<file path="config.mk">
export PLATFORM = sky130hd
export DESIGN_NAME = led_matrix_scanner
export DESIGN_NICKNAME = d
export VERILOG_FILES = /design/src/rtl/led_matrix_pkg.sv /design/src/rtl/led_matrix_scanner.sv
export SDC_FILE = /design/constraint.sdc
export NUM_CORES = 1
export LEC_CHECK = 0
export CAP_MARGIN = 20
export CORE_MARGIN = 10
export CORE_UTILIZATION = 52
export CTS_CLUSTER_DIAMETER = 200
export DETAILED_ROUTE_END_ITERATION = 10
export GPL_TIMING_DRIVEN = 0
export HOLD_SLACK_MARGIN = 0.12
export PLACE_DENSITY_LB_ADDON = 0.3
export SLEW_MARGIN = 20
export SYNTH_ARGS = -nofsm -noshare
export SYNTH_HDL_FRONTEND = slang
export SYNTH_SLANG_ARGS = --single-unit
</file>
<file path="constraint.sdc">
create_clock -name clk -period 2.15 [get_ports clk]
set_input_delay 0.3225 -clock clk [delete_from_list [all_inputs] [get_ports clk]]
set_output_delay 0.3225 -clock clk [all_outputs]
set_load 0.1 [all_outputs]
</file>
<file path="src/rtl/led_matrix_pkg.sv">
// Shared LED matrix constants: geometry, row-index width and scan FSM encodings.
// Also consumed by the CPU-side peripheral decode.
package led_matrix_pkg;

    localparam int MATRIX_DIM = 8;
    localparam int ROW_IDX_W  = $clog2(MATRIX_DIM);

    localparam logic [0:0] ST_BLANK = 1'b0;
    localparam logic [0:0] ST_DRIVE = 1'b1;

    function automatic int max_int(input int a, input int b);
        return (a > b) ? a : b;
    endfunction

endpackage

</file>
<file path="src/rtl/led_matrix_scanner.sv">
// Double-buffered 8x8 LED matrix row scanner with frame-synchronous buffer swap.
//
//   state    | meaning
//   ---------+------------------------------------------------------------
//   ST_BLANK | all rows off, columns unlit, for BLANK_CYCLES before a row
//   ST_DRIVE | row r selected, columns show front[r], for ROW_PERIOD cycles
module led_matrix_scanner
    import led_matrix_pkg::*;
#(
    parameter int ROW_PERIOD     = 27000,
    parameter int BLANK_CYCLES   = 64,
    parameter bit COL_ACTIVE_LOW = 1'b1
) (
    input  logic                  clk,
    input  logic                  rst,
    input  logic                  wrEn,
    input  logic [ROW_IDX_W-1:0]  wrRow,
    input  logic [MATRIX_DIM-1:0] wrData,
    input  logic                  swapReq,
    output logic                  swapPending,
    output logic                  swapDone,
    output logic [MATRIX_DIM-1:0] matrixRow,
    output logic [MATRIX_DIM-1:0] matrixCol
);

    localparam int CNT_MAX = max_int(ROW_PERIOD, BLANK_CYCLES) - 1;
    localparam int CNT_W   = (CNT_MAX > 0) ? $clog2(CNT_MAX + 1) : 1;

    localparam logic [CNT_W-1:0]      BLANK_LAST = CNT_W'(BLANK_CYCLES - 1);
    localparam logic [CNT_W-1:0]      DRIVE_LAST = CNT_W'(ROW_PERIOD - 1);
    localparam logic [ROW_IDX_W-1:0]  ROW_LAST   = ROW_IDX_W'(MATRIX_DIM - 1);
    localparam logic [MATRIX_DIM-1:0] ROW_ONE    = MATRIX_DIM'(1);
    localparam logic [MATRIX_DIM-1:0] COL_MASK   = COL_ACTIVE_LOW ? '1 : '0;

    logic [0:0]            state;
    logic [ROW_IDX_W-1:0]  r;
    logic [CNT_W-1:0]      cnt;
    logic [MATRIX_DIM-1:0] back_buf  [MATRIX_DIM];
    logic [MATRIX_DIM-1:0] front_buf [MATRIX_DIM];
    logic                  frame_end;

    assign frame_end = (state == ST_DRIVE) && (r == ROW_LAST) && (cnt == DRIVE_LAST);

    always_ff @(posedge clk or negedge rst) begin
        if (!rst) begin
            state <= ST_BLANK;
            r     <= '0;
            cnt   <= '0;
        end else begin
            case (state)
                ST_BLANK: begin
                    if (cnt == BLANK_LAST) begin
                        state <= ST_DRIVE;
                        cnt   <= '0;
                    end else begin
                        cnt <= cnt + CNT_W'(1);
                    end
                end
                default: begin
                    if (cnt == DRIVE_LAST) begin
                        state <= ST_BLANK;
                        r     <= r + ROW_IDX_W'(1);
                        cnt   <= '0;
                    end else begin
                        cnt <= cnt + CNT_W'(1);
                    end
                end
            endcase
        end
    end

    // The copy reads back_buf before this edge's write lands, so a colliding
    // write only shows up after the following swap.
    always_ff @(posedge clk or negedge rst) begin
        if (!rst) begin
            swapPending <= 1'b0;
            swapDone    <= 1'b0;
            for (int i = 0; i < MATRIX_DIM; i++) begin
                back_buf[i]  <= '0;
                front_buf[i] <= '0;
            end
        end else begin
            swapDone <= 1'b0;
            if (wrEn) begin
                back_buf[wrRow] <= wrData;
            end
            if (frame_end && (swapPending || swapReq)) begin
                for (int i = 0; i < MATRIX_DIM; i++) begin
                    front_buf[i] <= back_buf[i];
                end
                swapPending <= 1'b0;
                swapDone    <= 1'b1;
            end else if (swapReq) begin
                swapPending <= 1'b1;
            end
        end
    end

    always_comb begin
        matrixRow = '0;
        matrixCol = COL_MASK;
        if (state == ST_DRIVE) begin
            matrixRow = ROW_ONE << r;
            matrixCol = front_buf[r] ^ COL_MASK;
        end
    end

endmodule

</file>
==> results.sh <==
export IMPL_status="finished, violations left"
export IMPL_violations="negative setup slack"
export IMPL_power_frac_comb_pct=5.7
export IMPL_hold_path_class="input port to async pin"
export IMPL_netlist_instances=442
export IMPL_reg2reg_depth=6
export IMPL_yosysMostFrequentCell="dfrtp_1"
export IMPL_grt_max_degree=102
export IMPL_core_area_sq_mm=0.0121
export IMPL_crit_type="register to output pin"
export IMPL_drive_above_1_share_pct=52.7
export IMPL_powerDensity_mw_per_mm2=839
export IMPL_synth_xor_area_share_pct=1.76
export IMPL_vias=3903
export IMPL_r2r_slack_ns=0.05
export IMPL_wl_per_cell_um=20.7
export IMPL_hold_viol=0
export IMPL_gp_congestion=0.847
export IMPL_grt_pass1_wl_um=23100
export IMPL_cts_sinks=149
export IMPL_ant_nets=0
export IMPL_clk_pin_slew_worst_paths_ns=0.06
export IMPL_min_period_ns=2.38
export IMPL_synth_top_family_by_area="multiplexers"
export IMPL_die_area_sq_mm=0.0173
export IMPL_clk_latency_ns=0.42
export IMPL_ys_warn_count=0
export IMPL_synthFlopType="dfrtp_1"
export IMPL_final_core_util_pct=68.3
export IMPL_setup_ws_ns=-0.232
export IMPL_startpoint="r[0]"
export IMPL_hpwl_um=8890
export IMPL_worstPathArrival_ns=2.06
export IMPL_first_iter_violations=302
export IMPL_post_synth_top_area_fraction_pct=57.7
export IMPL_power_total_w=0.00691
export IMPL_p_sw_w=0.00140
export IMPL_die_x_um=131
export IMPL_finalNetCount=535
export IMPL_drt_first_pass_iters=4
export IMPL_synthArstFlopShare_pct=100
export IMPL_avgSynthCellArea_sq_um=14.6
export IMPL_synthSimpleGateAreaFrac_pct=8.29
export IMPL_setup_tns_ns=-1.70
export IMPL_p_sw_share_pct=20.2
export IMPL_synth_top_cell_by_area="dfrtp_1"
export IMPL_muxShareOfSynthArea_pct=28.1
export IMPL_p_clk_share_pct=48.1
export IMPL_n_fill_cell=789
export IMPL_yosysSeqAreaShare_pct=57.7
export IMPL_cp_start_kind="register"
export IMPL_ios=33
export IMPL_cts_max_level=4
export IMPL_timing_fmax_mhz=420
export IMPL_ys_ff_latch=149
export IMPL_yosys_top_cells_area="dfrtp_1 (58%), mux2_2 (22%), mux4_2 (5.6%)"
export IMPL_setup_viol=8
export IMPL_place_area_sq_mm=0.00705
export IMPL_r2r_start="cnt[7]"
export IMPL_drcViolationCount=0
export IMPL_ys_top_cells_by_count="dfrtp_1 (149), mux2_2 (126), nand2_1 (40)"
export IMPL_synth_edf_count=0
export IMPL_finClkSkew_ns=0.00825
export IMPL_reg2reg_to="front_buf[53]"
export IMPL_grt_use_total_pct=17.0
export IMPL_grt_antenna_before_repair=0
export IMPL_grt_pass1_vias=4268
export IMPL_maxCapViolations=0
export IMPL_preCtsSetupSlack_ns=-1.51
export IMPL_syn_num_nets=464
export IMPL_rsz0062_at_grt="yes"
export IMPL_cts_buffers=17
export IMPL_cts_max_path_buffers=2
export IMPL_multi_input_area_sq_mm=0.00274
export IMPL_endpoint="matrixCol[6]"
export IMPL_slew_headroom_pct=36.2
export IMPL_die_h_um=131
export IMPL_end_kind="output pin"
export IMPL_cts_tree="yes"
export IMPL_power_frac_seq_pct=46.2
export IMPL_row_count=40
export IMPL_drt_total_wl_um=14300
export IMPL_worst_pin_slew_ns=0.961
export IMPL_drt_vias_per_instance=5.64
export IMPL_clock_root_buffer="clkbuf_16"
export IMPL_required_ns=1.83
export IMPL_synth_compound_area_share_pct=0.562
export IMPL_crit_fanout=5
export IMPL_ir_drop_mv=0.896
export IMPL_num_antenna_cells=0
export IMPL_synth_cell_types=37
export IMPL_period_share_pct=111
export IMPL_syn_area_sq_mm=0.00646
export IMPL_initial_core_util_pct=53.5
export IMPL_area_growth_pct=27.6
export IMPL_regArea_sq_mm=0.00373
export IMPL_internal_power_w=0.00552
export IMPL_yosys_area_share_adder_pct=1.36
export IMPL_maxSlewViolCount=0
export IMPL_io_buffers=28
export IMPL_p_leak_nw=3.88
export IMPL_final_area_sq_mm=0.00824
export IMPL_gr_total_overflow=0
## critical path, cell delays in order (launching register included)
cell     delay [ns]
dfrtp_1        0.41
buf_12         0.16
buf_12         0.13
mux4_2         0.54
nand2_2        0.10
nand2_2        0.06
nand2_4        0.07
buf_12         0.17
## placed cells by master, fill, tap and decap left out, types with 3 or more instances in the layout
cell type | Yosys | layout
buf_12 | 0 | 17
buf_4 | 0 | 18
buf_6 | 6 | 5
buf_8 | 0 | 8
bufinv_16 | 0 | 6
clkbuf_1 | 10 | 6
clkbuf_16 | 0 | 17
clkbuf_2 | 1 | 3
clkbuf_8 | 0 | 4
clkdlybuf4s50_1 | 0 | 9
clkinv_2 | 0 | 3
dfrtp_1 | 149 | 147
ha_1 | 7 | 4
ha_2 | 0 | 3
inv_1 | 5 | 4
mux2_1 | 3 | 3
mux2_2 | 126 | 126
mux4_2 | 16 | 16
nand2_1 | 40 | 12
nand2_2 | 0 | 20
nand2_4 | 0 | 8
nand3_1 | 7 | 7
nand4_1 | 4 | 4
nand4b_1 | 3 | 3
nor2_1 | 13 | 13
nor3_1 | 3 | 3
o21ai_0 | 3 | 3
or4_1 | 3 | 3
xnor2_1 | 4 | 4
xor2_1 | 9 | 9
## worst min path at each step
stage / cells past startpoint / to / from / slack (ns)
floorplan: 0 / back_buf[0] / rst / 0.03
global placement: 1 / front_buf[8] / back_buf[8] / 0.46
detailed placement: 1 / cnt[6] / rst / 0.25
CTS: 2 / cnt[6] / rst / 0.40
global route: 2 / cnt[6] / rst / 0.41
finish: 2 / cnt[6] / rst / 0.39
## final cells by class
cell class                      count  share of cell area [%]
Clock inverter                     10                    2.46
Tap cell                          168                    2.55
Sequential cell                   149                    45.3
Clock buffer                       20                    5.54
Buffer                             20                    2.50
Inverter                            5                   0.228
Multi-Input combinational cell    268                    33.2
Timing Repair Buffer               52                    8.24
## registers in the layout, summed over array words and instances (netlist names)
name and flops:
front_buf 64, r 3, state 1, swapPending 1
back_buf 64, cnt 15, swapDone 1
## routing by layer
metal	share of wire, %	track usage (%)	up-vias
met5	0	0	-
li1	-	-	1730
met2	51	28.3	88
met3	3.6	4.00	21
met4	1.9	7.48	0
met1	43	20.7	2064
## power by group through the flow
stage | Clock [W] | Sequential (W) | Combinational [W]
global route | 0.00350 | 0.00323 | 0.000443
global placement | 0 | 0.00322 | 0.000369
CTS | 0.00338 | 0.00320 | 0.000405
floorplan | 0 | 0.00320 | 0.000262
finish | 0.00332 | 0.00320 | 0.000396
detailed placement | 0 | 0.00324 | 0.000398
## cell families after synthesis
group / Yosys count
buf+inv: 25
mux: 145
fa+ha+maj: 7
simple gates: 97
flops: 149
xor+xnor: 13
compound gates: 6
## stage by stage
stage          hold WS, ns  std cells
2_1_floorplan       0.0269        442
3_3_place_gp         0.464        638
3_5_place_dp         0.249        639
4_1_cts              0.395        680
5_1_grt              0.412        692
6_report             0.390        692
## timing repair
action,CTS,global route
pin swaps,12,12
buffers inserted,9,12
gates cloned,1,0
hold endpoints to repair,48,0
hold buffers,1,0
resized for setup,170,35
endpoints found under the setup margin,92,76
Power figures use the tool's default switching activity.
